$ cat src/rtl/ps2_pkg.sv
// Shared PS/2 definitions: host-transmitter state encoding, frame geometry and
// the common keyboard command bytes.
package ps2_pkg;

  typedef enum logic [2:0] {
    ST_IDLE     = 3'd0,
    ST_INHIBIT  = 3'd1,
    ST_SEND     = 3'd2,
    ST_ACK      = 3'd3,
    ST_WAIT_REL = 3'd4
  } ps2_tx_state_e;

  // start + 8 data + parity + stop
  localparam int FRAME_BITS = 11;

  localparam logic [7:0] PS2_CMD_SET_LED = 8'hED;
  localparam logic [7:0] PS2_CMD_ECHO    = 8'hEE;
  localparam logic [7:0] PS2_CMD_RESET   = 8'hFF;
  localparam logic [7:0] PS2_ACK_BYTE    = 8'hFA;

  function automatic logic odd_parity(input logic [7:0] d);
    return ~^d;
  endfunction

endpackage

$ cat src/rtl/ps2_host_tx_if.sv
// Byte request / status bundle between a command source and ps2_host_tx.
interface ps2_host_tx_if;
  logic       tx_valid;
  logic [7:0] tx_data;
  logic       tx_ready;
  logic       busy;
  logic       done;
  logic       err;

  modport master (output tx_valid, tx_data, input tx_ready, busy, done, err);
  modport slave  (input tx_valid, tx_data, output tx_ready, busy, done, err);
endinterface

$ cat src/rtl/ps2_line_sync.sv
// Three-flop synchronizer for one raw PS/2 line with a falling-edge pulse.
// Shared by the host transmitter and the keyboard receiver.
module ps2_line_sync (
  input  logic clk,
  input  logic rst_n,
  input  logic line_i,
  output logic level_o,
  output logic fall_o
);

  logic [2:0] sync_q, sync_d;

  always_comb begin
    sync_d = {sync_q[1:0], line_i};
  end

  // Lines idle high, so start high to avoid a phantom fall out of reset.
  always_ff @(posedge clk or negedge rst_n) begin
    if (!rst_n) sync_q <= 3'b111;
    else        sync_q <= sync_d;
  end

  assign level_o = sync_q[1];
  assign fall_o  = sync_q[2] & ~sync_q[1];

endmodule

$ cat src/rtl/ps2_host_tx.sv
// PS/2 host-to-device transmitter: request-to-send, shifts one command byte on
// device clocks, checks the device ACK and reports done/err. Lines are open-drain.
module ps2_host_tx
  import ps2_pkg::*;
#(
  parameter int INHIBIT_CYCLES = 5000,
  parameter int START_CYCLES   = 500,
  parameter int TIMEOUT_CYCLES = 750000,
  parameter int TMR_W          = 20
) (
  input  logic          clk,
  input  logic          resetn,
  ps2_host_tx_if.slave  tx,
  input  logic          ps2_clk_i,
  input  logic          ps2_data_i,
  output logic          ps2_clk_oe,
  output logic          ps2_data_oe
);

  localparam logic [TMR_W-1:0] INH_LAST  = TMR_W'(INHIBIT_CYCLES - 1);
  localparam logic [TMR_W-1:0] DOE_START = TMR_W'(INHIBIT_CYCLES - START_CYCLES);
  localparam logic [TMR_W-1:0] TO_LAST   = TMR_W'(TIMEOUT_CYCLES - 1);
  localparam logic [3:0]       LAST_BIT  = 4'(FRAME_BITS - 2);

  ps2_tx_state_e    state_q, state_d;
  logic [8:0]       shift_q, shift_d;
  logic [3:0]       bit_cnt_q, bit_cnt_d;
  logic [TMR_W-1:0] timer_q, timer_d;
  logic             data_oe_q, data_oe_d;
  logic             done_q, done_d;
  logic             err_q, err_d;

  logic clk_lvl, clk_fall, data_lvl, data_fall_unused;

  ps2_line_sync u_clk_sync (
    .clk     (clk),
    .rst_n   (resetn),
    .line_i  (ps2_clk_i),
    .level_o (clk_lvl),
    .fall_o  (clk_fall)
  );

  ps2_line_sync u_data_sync (
    .clk     (clk),
    .rst_n   (resetn),
    .line_i  (ps2_data_i),
    .level_o (data_lvl),
    .fall_o  (data_fall_unused)
  );

  always_ff @(posedge clk or negedge resetn) begin
    if (!resetn) begin
      state_q   <= ST_IDLE;
      shift_q   <= '0;
      bit_cnt_q <= '0;
      timer_q   <= '0;
      data_oe_q <= 1'b0;
      done_q    <= 1'b0;
      err_q     <= 1'b0;
    end else begin
      state_q   <= state_d;
      shift_q   <= shift_d;
      bit_cnt_q <= bit_cnt_d;
      timer_q   <= timer_d;
      data_oe_q <= data_oe_d;
      done_q    <= done_d;
      err_q     <= err_d;
    end
  end

  always_comb begin
    state_d   = state_q;
    shift_d   = shift_q;
    bit_cnt_d = bit_cnt_q;
    timer_d   = timer_q;
    data_oe_d = data_oe_q;
    done_d    = 1'b0;
    err_d     = 1'b0;
    case (state_q)
      ST_IDLE: begin
        data_oe_d = 1'b0;
        if (tx.tx_valid) begin
          shift_d   = {odd_parity(tx.tx_data), tx.tx_data};
          bit_cnt_d = '0;
          timer_d   = '0;
          state_d   = ST_INHIBIT;
        end
      end
      ST_INHIBIT: begin
        timer_d = timer_q + TMR_W'(1);
        if (timer_q == INH_LAST) begin
          // Clock released with data still low: that is the start bit.
          data_oe_d = 1'b1;
          timer_d   = '0;
          state_d   = ST_SEND;
        end
      end
      default: begin
        // Device-clocked states share one inter-edge watchdog.
        timer_d = clk_fall ? TMR_W'(1) : timer_q + TMR_W'(1);
        if (!clk_fall && timer_q == TO_LAST) begin
          data_oe_d = 1'b0;
          err_d     = 1'b1;
          state_d   = ST_IDLE;
        end else begin
          case (state_q)
            ST_SEND: begin
              if (clk_fall) begin
                if (bit_cnt_q == LAST_BIT) begin
                  data_oe_d = 1'b0;
                  state_d   = ST_ACK;
                end else begin
                  data_oe_d = ~shift_q[0];
                  shift_d   = {1'b0, shift_q[8:1]};
                  bit_cnt_d = bit_cnt_q + 4'd1;
                end
              end
            end
            ST_ACK: begin
              if (clk_fall) begin
                if (data_lvl) begin
                  err_d   = 1'b1;
                  state_d = ST_IDLE;
                end else begin
                  state_d = ST_WAIT_REL;
                end
              end
            end
            ST_WAIT_REL: begin
              if (clk_lvl && data_lvl) begin
                done_d  = 1'b1;
                state_d = ST_IDLE;
              end
            end
            default: state_d = ST_IDLE;
          endcase
        end
      end
    endcase
  end

  always_comb begin
    tx.tx_ready = (state_q == ST_IDLE);
    tx.busy     = (state_q != ST_IDLE);
    tx.done     = done_q;
    tx.err      = err_q;
    ps2_clk_oe  = (state_q == ST_INHIBIT);
    ps2_data_oe = (state_q == ST_INHIBIT) ? (timer_q >= DOE_START) : data_oe_q;
  end

endmodule

$ cat src/flat_wrapper.sv
// flat-port wrapper written by rule: the top's interface ports become plain ports
module ps2_host_tx_flat import ps2_pkg::*;
#(
  parameter int INHIBIT_CYCLES = 5000,
  parameter int START_CYCLES   = 500,
  parameter int TIMEOUT_CYCLES = 750000,
  parameter int TMR_W          = 20
)
  (clk, resetn, ps2_clk_i, ps2_data_i, ps2_clk_oe, ps2_data_oe, tx_tx_valid, tx_tx_data, tx_tx_ready, tx_busy, tx_done, tx_err);
  ps2_host_tx_if tx_i ();
  input  logic clk;
  input  logic resetn;
  input  logic ps2_clk_i;
  input  logic ps2_data_i;
  output logic ps2_clk_oe;
  output logic ps2_data_oe;
  input wire logic [$bits(tx_i.tx_valid)-1:0] tx_tx_valid;
  input wire logic [$bits(tx_i.tx_data)-1:0] tx_tx_data;
  output wire logic [$bits(tx_i.tx_ready)-1:0] tx_tx_ready;
  output wire logic [$bits(tx_i.busy)-1:0] tx_busy;
  output wire logic [$bits(tx_i.done)-1:0] tx_done;
  output wire logic [$bits(tx_i.err)-1:0] tx_err;
  assign tx_i.tx_valid = tx_tx_valid;
  assign tx_i.tx_data = tx_tx_data;
  assign tx_tx_ready = tx_i.tx_ready;
  assign tx_busy = tx_i.busy;
  assign tx_done = tx_i.done;
  assign tx_err = tx_i.err;
  ps2_host_tx #(.INHIBIT_CYCLES(INHIBIT_CYCLES), .START_CYCLES(START_CYCLES), .TIMEOUT_CYCLES(TIMEOUT_CYCLES), .TMR_W(TMR_W)) u_core (.clk(clk), .resetn(resetn), .tx(tx_i), .ps2_clk_i(ps2_clk_i), .ps2_data_i(ps2_data_i), .ps2_clk_oe(ps2_clk_oe), .ps2_data_oe(ps2_data_oe));
endmodule
$ cat config.mk
export PLATFORM = sky130hd
export DESIGN_NAME = ps2_host_tx_flat
export DESIGN_NICKNAME = d
export VERILOG_FILES = /design/src/rtl/ps2_pkg.sv /design/src/rtl/ps2_host_tx_if.sv /design/src/rtl/ps2_line_sync.sv /design/src/rtl/ps2_host_tx.sv /design/src/flat_wrapper.sv
export SDC_FILE = /design/constraint.sdc
export NUM_CORES = 1
export LEC_CHECK = 0
export ABC_AREA = 1
export BUFFER_PORTS_ARGS = -buffer_cell sky130_fd_sc_hd__buf_2
export CELL_PAD_IN_SITES_DETAIL_PLACEMENT = 1
export CELL_PAD_IN_SITES_GLOBAL_PLACEMENT = 2
export CORE_MARGIN = 4
export CORE_UTILIZATION = 38
export CTS_CLUSTER_DIAMETER = 60
export DETAILED_ROUTE_END_ITERATION = 6
export HOLD_SLACK_MARGIN = 0.03
export PLACE_DENSITY_LB_ADDON = 0.1
export SLEW_MARGIN = 20
export SYNTH_ARGS = -nofsm -noshare
export SYNTH_HDL_FRONTEND = slang
export SYNTH_SLANG_ARGS = --single-unit
export TNS_END_PERCENT = 100
$ cat constraint.sdc
create_clock -name clk -period 3.6 [get_ports clk]
set_input_delay 0.9 -clock clk [delete_from_list [all_inputs] [get_ports clk]]
set_output_delay 0.9 -clock clk [all_outputs]
set_load 0.01 [all_outputs]
Word-level counts from Yosys, hierarchy flattened --
Index checks and enable logic that the tools add are counted.
Word-level totals: output and inout bits 6, register bits after elaboration 44, input bits 13, word-level logic and storage cells 87
Cells by class: eq/ne operators 15, reductions and logical operators 14, magnitude comparators 1, multiplexer cells 42, $add $sub $neg 2, bitwise operators 4
Operators by type and width (number):
- 20-bit 2-to-1 mux | 3
- 9-bit 2-to-1 mux | 5
- 20-bit one-hot mux with 2 select lines | 1
- 3-bit 2-to-1 mux | 8
- 20-bit by 1-bit adder with 20-bit output, second input constant | 1
- 20-bit by 13-bit == test with 1-bit output, second input constant | 1
- 20-bit == test, second input constant | 1
- 20-bit by 13-bit >= comparator with 1-bit output, second input constant | 1
- 4-bit 2-to-1 mux | 5
- 5-bit by 3-bit inequality test with 1-bit output, second input constant | 4
- 9-bit one-hot mux with 2 select lines | 1
- 1-bit 2-to-1 mux | 15
- 6-bit AND reduction | 2
- 3-bit one-hot mux with 3 select lines | 1
- 4-bit one-hot mux with 2 select lines | 1
- 4-bit nonzero test | 2
- 8-bit XNOR reduction | 1
- 3-bit by 2-bit == test with 1-bit output, second input constant | 2
- 2-bit inequality test, second input constant | 3
- 3-bit one-hot mux with 2 select lines | 1
- 4-bit by 1-bit adder with 4-bit output, second input constant | 1
- 4-bit == test, second input constant | 1
- 2-bit nonzero test | 2
- 3-bit by 1-bit == test with 1-bit output, second input constant | 1
- 11 further kinds | 14

Depth between registers and ports, before layout --
Gate-level depths: netlist (run 1).
depth in word-level cells 6, gate-level depth with buffers 11, mapped depth without buffers 11

By module --
A second synthesis (run 1) with hierarchy kept.
Second synthesis, totals: cells, all modules 374, area total of the unflattened synthesis 2864.0 um^2
Modules (own cells, without submodules):
- ps2_host_tx | times used 1, sequential area each 975.9 um^2, area each 2686.3 um^2, cells each 364
- ps2_line_sync | times used 2, sequential area each 78.8 um^2, area each 88.8 um^2, cells each 5

Worst setup path before layout (run 1) --
No wires, ideal clock.
path type register to output, start point register u_core.state_q[1], end point output ps2_data_oe, data required time 2.700 ns, data arrival time 1.090 ns, slack 1.610 ns, buffers on the path 0, stages on the path, launching flop included 6, cell sequence dfrtp_1 -> inv_1 -> nand3_2 -> inv_2 -> nand2_1 -> o22a_1
Between the ends: cells in the longest elaborated chain, start to end 2
Ends and longest elaborated chain:
- start: declaration | RTL line ps2_host_tx.sv:25 | ps2_tx_state_e state_q, state_d;
- start signal: assignment | RTL line ps2_host_tx.sv:61 | state_q <= state_d;
- 3-bit by 1-bit == test with 1-bit output
- via ps2_clk_oe | RTL line flat_wrapper.sv:15 | output logic ps2_clk_oe;
- 1-bit 2-to-1 mux | RTL line ps2_host_tx.sv:148 | ps2_data_oe = (state_q == ST_INHIBIT) ? (timer_q >= DOE_START) : data_oe_q;
- end: declaration | RTL line flat_wrapper.sv:16 | output logic ps2_data_oe;
The timed path passes the listed nets, and every way through them passes these cells.

Worst setup path in the final report (run 1) --
start point register u_core.state_q[1], end point output ps2_data_oe
Between the ends: cells in the longest elaborated chain, start to end 2
Ends and longest elaborated chain (RTL line):
- 3-bit by 1-bit == test with 1-bit output | ps2_host_tx.sv:148
- 1-bit 2-to-1 mux | ps2_host_tx.sv:148
No other way between the ends.

==> impl_results.md, run 1 <==
* Global-route wire length before repair at about 12000 um
* Clock-pin slew of the registers on the worst-case setup and hold paths at approximately 0.09 ns
* Full die area at between 8000 and 9000 um2
* Max Clk Rate at 397 MHz
* WP data arrival at between 1.5 and 2 ns
* Antenna diodes at 0
* Yosys warning count at 0
* Min Tclk post-route at approximately 2.5 ns
* Post-route ant nets at 0
* GPL Wtd Cong at about 0.81
* Max incr delay on CP at 0.48 ns
* CP endpoint kind: primary output
* Starting Density at roughly 39%
* Slew Viols, Final at 0
* Routed wire length at just under 7000 um
* Area growth syn-to-layout at 11.1%
* Skew-Pair Late Insertion Delay at 0.30 ns
* Mapped cell area at between 2000 and 3000 um2
* Critical path cell sequence: inv_1, nand3_2, inv_2, nand2_1, o22a_1, buf_2
* CTS Root Cell: clkbuf_8
* Leakage at 1.36 nW
* Hold-fix buffers at CTS at 0
* Post-route clock skew at 0.00572 ns
* Pin count of the biggest net entering global routing at 45
* WP data required at between 2 and 3 ns
* Startpoint Class: flop
* Seq cells post-synth at between 40 and 50
* Mapped Cells at 346
* Vias in the first global route at 2399
* Setup violations, final at 0
* Critical-path maximum fanout at 9
* Number of distinct library cells after synthesis at 37
* WL/cell at 15.3 um
* Final Hold Fails at 0
* Avg Inst Size Synth at ~7.6 um2
* Tightest Hold Check Type: reg2reg
* Die height at between 90 and 100 um
* Number of port buffers at 18
* Row Count at 30
* PostCTS Resize Cnt at 0
* Max Cap Violations at 0
* Layout cells sized above 1 at ~15%
* Core area at about 6800 um2
* TNS Setup at 0 ns
* Die W at 91.2 um
* Synth Flop Type: dfrtp_1
* Worst-Margin Slew at around 0.78 ns
* Number of flops mapped to enable cells by yosys at 0
* DRC Markers at 0
* Status: complete, no violations
* DRT iter0 DRCs at 40
* Nets@finish at between 300 and 400
* Post-CTS Setup Inserts at 0
* Top delay family on crit path: flip-flops
* Detailed Place HPWL at 5350 um
* Total vias in the final route at about 2300
* Power Density at slightly below 700 nW/um2
* RSZ-0062 raised after global routing: false
* Clk buf depth at 2
* Max VDD drop at about 0.32 mV
* H-tree Lvls at 2
* CP Class: reg2out
* Via-to-Cell Ratio at just over 5
* Sequential-to-total area share from yosys stat at 42.1%
* CP max-delay cell: dfrtp_1
* Initial antenna violation count at 0
* Slew Limit Headroom at 48.0%
* Total gr overflow at 0
* Ys async rst share at between 90% and 100%
* Total global-route track usage at between 15 and 20%
* Number of buffers created by CTS at 5
* Ports at 19
* CTS tree: done
* Final Core Density at a little over two fifths
* Drt pass-1 iters at 4
* Worst path bufs/invs at 3
* Syn nets at around 360
* Sink Count at 44
* Final worst path period share at 70.0%
## Yosys cell counts, types with 2 or more instances
cell type	count	share of area [%]
nand3_2	5	1.9
dfrtp_1	39	37
inv_2	8	1.1
nor2_2	3	0.71
nor3_1	12	2.3
inv_1	36	5.1
o31ai_2	2	0.95
nand3_1	34	6.5
buf_2	3	0.57
o21ai_0	10	1.9
a31oi_1	11	2.6
xor2_1	7	2.3
ha_1	4	1.9
dfstp_2	5	5.0
a21oi_1	12	2.3
xnor2_1	7	2.3
nor2_1	44	6.3
nand2_1	79	11
nand4_1	7	1.7
## flip-flops by register name (all words and copies together) (netlist names)
register / flops
u_core.tx.done: 1
u_core.timer_q: 20
u_core.data_oe_q: 1
u_core.bit_cnt_q: 4
u_core.u_clk_sync.sync_q: 3
u_core.shift_q: 9
u_core.state_q: 3
u_core.u_data_sync.sync_q: 2
u_core.tx.err: 1
## per-layer routing
layer  vias up  GRT usage (%)  share of wire [%]
li1       1170              -                  -
met1      1102           22.3                 45
met2        31           30.4                 50
met3        12           3.31                2.4
met4         0           6.16                2.4
met5         -              0                  0
## metrics by stage
stage / area (um2) / std cells / worst slack, ns / hold WS (ns) / power [mW]
2_1_floorplan: 2630 / 346 / 1.61 / 0.345 / 1.38
3_3_place_gp: 2800 / 440 / 1.29 / 0.346 / 1.58
3_5_place_dp: 2800 / 440 / 1.24 / 0.348 / 1.60
4_1_cts: 2920 / 448 / 1.06 / 0.362 / 2.02
5_1_grt: 2920 / 448 / 0.959 / 0.370 / 2.18
6_report: 2920 / 448 / 1.08 / 0.361 / 1.98
## cell usage in the layout, fill, tap and decap left out, drive strengths merged, types with 7 or more instances in the layout
master,synthesis,final
nand2,81,81
nor2,49,49
inv,45,45
dfrtp,39,39
nand3,39,39
buf,4,18
a21oi,13,13
nor3,13,13
a31oi,11,11
o21ai,11,11
nand4,7,7
xor2,7,7
xnor2,7,7
## report_power, final
part           internal (mW)  switching [mW]  total, mW  leakage (nW)
clock network          0.227           0.181      0.408        0.0614
logic                  0.278           0.578      0.856         0.737
registers              0.615           0.105      0.720         0.563
total                   1.12           0.864       1.98          1.36
## area by class of cell
| cell class | count | area [um2] |
|---|---|---|
| multi-input combinational | 252 | 1320 |
| sequential | 44 | 1110 |
| tap | 80 | 100 |
| fill | 863 | 3840 |
| clock inverter | 2 | 38.8 |
| clock buffer | 6 | 82.6 |
| timing repair buffer | 18 | 92.6 |
| inverter | 46 | 175 |
## worst paths after layout
path | to | startpoint | cells after the start | slack (ns)
max | ps2_data_oe | u_core.state_q[1] | 6 | 1.08
min | u_core.u_clk_sync.sync_q[1] | u_core.u_clk_sync.sync_q[0] | 0 | 0.36
max reg2reg | u_core.bit_cnt_q[2] | u_core.state_q[0] | 8 | 1.36
min reg2reg | u_core.u_clk_sync.sync_q[1] | u_core.u_clk_sync.sync_q[0] | 0 | 0.36
max in group asynchronous | u_core.shift_q[8] | resetn | 1 | 2.60
min in group asynchronous | u_core.timer_q[8] | resetn | 1 | 0.58
## cell families after synthesis
family          after synthesis  synth area share, %
flops                        44                 42.1
buf+inv                      50                 7.52
fa+ha+maj                     4                 1.90
compound gates               41                 9.48
simple gates                193                 34.3
xor+xnor                     14                 4.67
## worst register-to-register path: cells and delay by family, from the launching register on
kind | cells | cell delay (ns)
compound gates | 2 | 0.70
simple gates | 3 | 0.53
flops | 1 | 0.45
buf+inv | 3 | 0.44
(Power assumes the default switching activity.)
==> run 2: changes to the inputs <==
- ABC_AREA: 1 -> 0
- CORE_UTILIZATION: 38 -> 37
- clock period: 3.6 -> 2.5 ns (I/O delays scaled with it)
==> run 2 against run 1 <==
Non-clock buffer count is 13 higher. Register-to-register slack worse by 1.1 ns. Highest routed layer unchanged. Final cell count is 20% lower. Clock power is 14% higher. Global-route usage is 2.0 points lower. First-iteration DRC count is 78% higher. Count of clock-buffer cells in the layout stayed put. Critical endpoint unchanged. Wire length is 19% lower. Worst setup slack worse by 1.1 ns. Critical path depth is 2 lower. Sequential share of layout area is 3.2 points higher.
==> impl_results.md, run 2 <==
* Clk buf depth at 2 (unchanged)
* Filler cell count at 729 (-16%)
* Reg power frac at 56.7% (+20 points)
* Final Hold Fails at 0 (unchanged)
* Layout cells sized above 1 at 18.0% (+2.5 points)
* Skew-Pair Late Insertion Delay at 0.29 ns (about the same)
* Drt pass-1 iters at 4 (unchanged)
* Worst r2r src: u_core.timer_q[10]
* Detailed Place HPWL at 4090 um (-24%)
* Top delay family on crit path: simple AND/OR/NAND/NOR gates
* Area contributors post-synth: dfrtp_1 (42%), dfstp_2 (5.6%), nor2_1 (5.6%)
* Synth Flop Type: dfrtp_1
* CP max-delay cell: or4_1
* Adder-cell share of the synthesized area at 2.13% (+0.23 points)
* Mux share of post-synthesis cell area at 3.41% (+3.4 points)
* Starting Density at 39.0% (+0.065 points)
* Ys async rst share at 100% (unchanged)
* Total global-route track usage at 15.8% (-2.0 points)
* Antenna diodes at 0 (unchanged)
* Hold-fix buffers at CTS at 0 (unchanged)
* Leading cell type in the layout, fill and taps excluded: dfrtp_1
* Area of the multi-input gates at 1170 um2 (-12%)
* DRC Markers at 0 (unchanged)
* DRT iter0 DRCs at 71 (+78%)
* Cell taking the most area after synthesis: dfrtp_1
* Total vias in the final route at 1893 (-18%)
* Critical-path maximum fanout at 4 (-5)
* Tightest Hold Check Type: in2async
* Most common cell in the synthesized netlist: dfrtp_1
* Sequential cell area at 1110 um2 (unchanged)
* Mapped cell area at 2350 um2 (-11%)
* Critical path cell sequence: or4_1, nor4_4, a31oi_1, buf_2
* Post-route clock skew at 0.00744 ns (+0.00172 ns)
* Worst setup margin at 0.0166 ns (-1.06 ns)
* CTS Root Cell: clkbuf_8
* Worst Setup SP: u_core.timer_q[18]
* Row Count at 28 (-6.7%)
* Max VDD drop at 0.293 mV (-7.6%)
* Global-route wire length before repair at 9460 um (-20%)
* Leakage at 1.15 nW (-15%)
* Number of flip-flops in the largest register at 20 (unchanged)
* Switching part of the total at 25.6% (-18 points)
* Worst path bufs/invs at 1 (-2)
* Post-route ant nets at 0 (unchanged)
* Min Tclk post-route at between 2 and 2.5 ns
* Worst-Margin Slew at 0.526 ns (-0.254 ns)
* Number of buffers created by CTS at 5 (unchanged)
* Largest family of logic cells by synthesized area: simple AND/OR/NAND/NOR gates
* H-tree Lvls at 2 (unchanged)
* Avg Inst Size Synth at 9.10 um2 (+20%)
* Vias in the first global route at 1990 (-17%)
* Area growth syn-to-layout at 14.6%
* Slew Viols, Final at 0 (unchanged)
* Pint at 1.02 mW (-8.5%)
* Final Instance Count excl. Fillers at 358 (-20%)
* Nets@finish at 299 (-22%)
* CP endpoint kind: primary output
* Top cells by count, synth: dfrtp_1 (39), nor2_1 (35), nand2_1 (31)
* Number of port buffers at 18 (unchanged)
* TNS Setup at 0 ns (unchanged)
* Pin count of the biggest net entering global routing at 24 (-47%)
* Synth top area share at 41.6% (+4.4 points)
* Placed Cells incl. Taps at 350 (-20%)
* GPL Wtd Cong at 0.762 (-5.7%)
* Sequential-to-total area share from yosys stat at 47.2% (+5.0 points)
* Initial antenna violation count at 0 (unchanged)
* Via-to-Cell Ratio at 5.29 (+2.3%)
* Max Clk Rate at 403 MHz
* Final worst path period share at roughly 99%
* Number of flops mapped to enable cells by yosys at 0 (unchanged)
* Power Density at 512 nW/um2 (-25%)
* Ports at 19 (unchanged)
* Max incr delay on CP at 0.59 ns (+0.11 ns)
* Part of the power in combinational logic at 9.6% (-34 points)
* Die height at 87.7 um (-3.8%)
* Sink Count at 44 (unchanged)
* Number of distinct library cells after synthesis at 38 (+2.7%)
* Clock-pin slew of the registers on the worst-case setup and hold paths at 0.09 ns (about the same)
* Total gr overflow at 0 (unchanged)
* Max Cap Violations at 0 (unchanged)
* Most flop-heavy register: u_core.timer_q
* Yosys warning count at 0 (unchanged)
* RSZ-0062 raised after global routing: true
* CTS tree: done
* P_sw at 0.353 mW (-59%)
* Post-synthesis compound-gate area fraction at 9.59% (+0.12 points)
* Top flop regs: u_core.timer_q: 20 flops, u_core.shift_q: 9 flops, u_core.bit_cnt_q: 4 flops
* Syn nets at 275 (-24%)
* Seq cells post-synth at 44 (unchanged)
* WL/cell at 15.6 um (+1.8%)
* Tot Pwr at 1.38 mW (-31%)
* Core area at 6030 um2 (-11%)
* Full die area at 7680 um2 (-7.5%)
* CP Class: reg2out
* Status: complete, no violations
* Startpoint Class: flop
* Mapped Cells at 258 (-25%)
* Most frequent cells in the layout: dfrtp_1 (39), nor2_1 (34), nand2_1 (31)
* WP data arrival at 1.86 ns (+0.24 ns)
* Pre-CTS WS at 0.261 ns (-0.984 ns)
* Clock network power share at 33.7% (+13 points)
* Slew Limit Headroom at 64.9% (+17 points)
* Post-synthesis xor/xnor area fraction at 9.33% (+4.7 points)
* Setup violations, final at 0 (unchanged)
* Post-Synth Simple-Gate Area at 24.8% (-9.4 points)
* Routed wire length at 5570 um (-19%)
* WP data required at 1.88 ns (-0.82 ns)
* Die W at 87.7 um (-3.8%)
==> run 2: path summary, 6_finish.rpt <==
| check | to | slack [ns] | depth (start not counted) |
|---|---|---|---|
| min in group clk | u_core.u_data_sync.sync_q[1] | 0.36 | 0 |
| max reg2reg | u_core.data_oe_q | 0.24 | 5 |
| max | ps2_data_oe | 0.02 | 4 |
| min | u_core.state_q[2] | 0.31 | 1 |
| max in group asynchronous | u_core.timer_q[18] | 1.70 | 2 |
| min reg2reg | u_core.u_data_sync.sync_q[1] | 0.36 | 0 |
==> run 2: per-layer routing <==
metal | GRT usage, % | share of wire, % | up-vias
met5 | 0 | 0 | -
met2 | 26.6 | 49 | 20
li1 | - | - | 932
met1 | 20.6 | 46 | 937
met3 | 3.10 | 3.6 | 4
met4 | 4.60 | 0.84 | 0
==> run 2: power groups by stage <==
| stage | clock network [mW] | registers (mW) | logic [mW] |
|---|---|---|---|
| floorplan | 0 | 0.775 | 0.0922 |
| global placement | 0 | 0.795 | 0.131 |
| detailed placement | 0 | 0.794 | 0.133 |
| CTS | 0.485 | 0.781 | 0.134 |
| global route | 0.517 | 0.789 | 0.150 |
| finish | 0.465 | 0.781 | 0.132 |
==> run 2: layout make-up <==
class	instances	share of cell area (%)
clock buffers	6	3.07
clock inverters	2	0.372
inverters	7	0.977
multi-input cells	193	43.5
flip-flops and latches	44	41.2
well taps	75	3.49
repair buffers	31	7.45
==> run 2: repair_timing <==
| item | 4_1_cts | 5_1_grt |
|---|---|---|
| endpoints found under the setup margin | 0 | 1 |
| resized for setup | 0 | 2 |
| buffers inserted | 0 | 0 |
==> run 2: metrics by stage <==
step	cell area [um2]	utilization (%)	hold slack (ns)
3_3_place_gp	2580	42.9	0.345
5_1_grt	2690	44.6	0.327
4_1_cts	2680	44.4	0.315
2_1_floorplan	2350	-	0.329
3_5_place_dp	2580	42.9	0.347
6_report	2690	44.6	0.306
==> run 2: cells by family (layout without fill, tap and decap cells) <==
kind of cell,count (synthesis),after routing
AOI/OAI and AO/OA,37,37
xor gates and xnor gates,25,25
adders and majority gates,4,4
buffers and inverters,21,46
DFF,44,44
muxes,8,8
and+or+nand+nor,119,119
==> run 3: changes to the inputs <==
==> constraint.sdc (replaced) <==
create_clock -name clk -period 2.5 [get_ports clk]
set_input_delay 0.125 -clock clk [delete_from_list [all_inputs] [get_ports clk]]
set_output_delay 0.125 -clock clk [all_outputs]
set_load 0.01 [all_outputs]
==> run 3 against run 2 <==
Power increased by 10%. Count of clock-buffer cells in the layout increased by 1. First-iteration DRC count decreased by 14%. Non-clock buffer count unchanged. Register-to-register slack about the same. Sequential power decreased by 0.6%. Die area unchanged. Sequential share of layout area decreased by 0.27 points. Combinational power increased by 8%. Wire length decreased by 4.0%. Final area increased by 0.65%.
==> impl_results.md, run 3 (synthesis gave the netlist of run 2 again) <==
* Slew Viols, Final at 0 (unchanged)
* Post-route clock skew at 0.00740 ns (-0.0000379 ns)
* Pint at 1.16 mW (+13%)
* Part of the power in combinational logic at 9.4% (-0.2 points)
* R2R depth at 5 (unchanged)
* Total vias in the final route at 1873 (-1.1%)
* Critical-path maximum fanout at 6 (+2)
* Initial antenna violation count at 0 (unchanged)
* Max VDD drop at 0.262 mV (-11%)
* R2R Setup Slk at 0.23 ns (about the same)
* Switching part of the total at 23.4% (-2.2 points)
* Row Count at 28 (unchanged)
* Leading cell type in the layout, fill and taps excluded: dfrtp_1
* WP data arrival at 2.44 ns (+0.58 ns)
* Total gr overflow at 0 (unchanged)
* CTS Root Cell: clkbuf_8
* Routed wire length at 5340 um (-4.0%)
* Via-to-Cell Ratio at 5.23 (-1.1%)
* Slew Limit Headroom at 67.2% (+2.3 points)
* Worst-Margin Slew at 0.491 ns (-0.0355 ns)
* Number of port buffers at 18 (unchanged)
* Area growth syn-to-layout at 15.3%
* Pin count of the biggest net entering global routing at 33 (+38%)
* CP Class: reg2reg
* Detailed Place HPWL at 3990 um (-2.4%)
* Post-route ant nets at 0 (unchanged)
* Reg power frac at 51.2% (-5.5 points)
* WHS Endpoint: u_core.shift_q[6]
* Drt pass-1 iters at 3 (-1)
* RSZ-0062 raised after global routing: false
* Top flop regs: u_core.timer_q: 20 flops, u_core.shift_q: 9 flops, u_core.bit_cnt_q: 4 flops
* Min Tclk post-route at 2.27 ns (-0.217 ns)
* Global-route wire length before repair at 9250 um (-2.3%)
* Layout cells sized above 1 at 16.6% (-1.4 points)
* Nets@finish at 299 (unchanged)
* Max incr delay on CP at 0.65 ns (+0.06 ns)
* CP max-delay cell: or4_1
* Final Instance Count excl. Fillers at 358 (unchanged)
* Vias in the first global route at 1898 (-4.6%)
* Ports at 19 (unchanged)
* Worst r2r src: u_core.timer_q[10]
* Max Cap Violations at 0 (unchanged)
* DRT iter0 DRCs at 61 (-14%)
* Most flop-heavy register: u_core.timer_q
* Full die area at 7680 um2 (unchanged)
* Power Density at 560 nW/um2 (+9.3%)
* Tightest Hold Check Type: in2reg
* CTS tree: done
* Most frequent cells in the layout: dfrtp_1 (39), nor2_1 (35), nand2_1 (31)
* Die W at 87.7 um (unchanged)
* R2r endpoint: u_core.state_q[2]
* Critical path cell sequence: or4_1, or2_1, or4_1, nand3_1, a22oi_1
* Final worst path period share at 90.7% (-8.7 points)
* Die height at 87.7 um (unchanged)
* Total global-route track usage at 15.4% (-0.40 points)
* Setup violations, final at 0 (unchanged)
* Core area at 6030 um2 (unchanged)
* P_sw at 0.355 mW (+0.75%)
* CP endpoint kind: flop
* Status: complete, no violations
* Clk buf depth at 2 (unchanged)
* DRC Markers at 0 (unchanged)
* Hold path depth at 3
* Startpoint Class: flop
* TNS Setup at 0 ns (unchanged)
* Placed Cells incl. Taps at 347 (-0.86%)
* Max Clk Rate at 441 MHz (+9.6%)
* Leakage at 1.16 nW (+0.14%)
* Skew-Pair Late Insertion Delay at 0.30 ns (about the same)
* CP most frequent cell: or4_1
* Area after DPL at 2550 um2 (-1.4%)
* Clock-pin slew of the registers on the worst-case setup and hold paths at 0.09 ns (about the same)
* Post-CTS Setup Inserts at 0 (unchanged)
* Number of buffers created by CTS at 5 (unchanged)
* GPL Wtd Cong at 0.759 (-0.39%)
* Final Hold Fails at 0 (unchanged)
* Fin area at 2710 um2 (+0.65%)
* Filler cell count at 714 (-2.1%)
* Starting Density at 39.0% (unchanged)
* Hold Startpoint: tx_tx_data[6]
* H-tree Lvls at 2 (unchanged)
* WL/cell at 14.9 um (-4.0%)
* Antenna diodes at 0 (unchanged)
* Top delay family on crit path: simple AND/OR/NAND/NOR gates
* WP data required at 2.68 ns (+0.80 ns)
* Number of flip-flops in the largest register at 20 (unchanged)
* Worst path bufs/invs at 0 (-1)
* Sink Count at 44 (unchanged)
* Tot Pwr at 1.52 mW (+10%)
* Clock network power share at 39.5% (+5.8 points)
-- run 3: cell types whose count changed in the layout (fill, tap and decap cells not counted), sizes merged --
| cell | before | now |
|---|---|---|
| dlygate4sd3 | 0 | 3 |
| buf | 31 | 28 |
| clkinv | 2 | 0 |
| clkbuf | 6 | 7 |
| bufinv | 0 | 1 |
-- run 3: repair_timing --
item	in CTS	in global routing
hold endpoints to repair	14	0
resized for setup	0	0
hold buffers	3	0
setup endpoints to repair	0	0
-- run 3: cell type report --
class | instances | area, um2 | area share (%)
Tap cell | 75 | 93.8 | 3.47
Timing Repair Buffer | 31 | 195 | 7.21
Clock buffer | 7 | 96.3 | 3.56
Sequential cell | 44 | 1110 | 40.9
Clock inverter | 1 | 30.0 | 1.11
Inverter | 7 | 26.3 | 0.971
Multi-Input combinational cell | 193 | 1160 | 42.8
-- run 3: worst max path at each step --
stage                            start           endpoint  cells after the start
detailed placement  u_core.timer_q[10]  u_core.state_q[2]                      5
CTS                 u_core.timer_q[10]  u_core.state_q[2]                      5
floorplan           u_core.timer_q[11]   u_core.data_oe_q                      6
global route        u_core.timer_q[10]   u_core.data_oe_q                      5
global placement    u_core.timer_q[10]   u_core.data_oe_q                      5
finish              u_core.timer_q[10]  u_core.state_q[2]                      5
-- run 3: through the flow --
step           util [%]  hold WS (ns)  setup slack [ns]
4_1_cts            44.9         0.138             0.223
2_1_floorplan         -        -0.171             0.379
3_3_place_gp       42.3        0.0267             0.270
3_5_place_dp       42.3        0.0268             0.231
5_1_grt            44.9         0.181             0.142
6_report           44.9         0.145             0.233
-- run 3: layer usage --
metal	routed length [um]	track usage [%]
met2	2650	26.0
met4	68	4.60
met5	0	0
met3	133	3.39
met1	2490	19.6
-- run 3: tightest hold or removal path, stage by stage --
cell and delay, ns:
buf_2 0.09, mux2i_1 0.06, o21ai_0 0.13
-- run 3: power groups by stage --
stage	sequential [mW]	combinational [mW]	clock (mW)
6_report	0.776	0.142	0.598
2_1_floorplan	0.775	0.0922	0
5_1_grt	0.780	0.166	0.652
4_1_cts	0.776	0.145	0.620
3_5_place_dp	0.790	0.140	0
3_3_place_gp	0.788	0.141	0
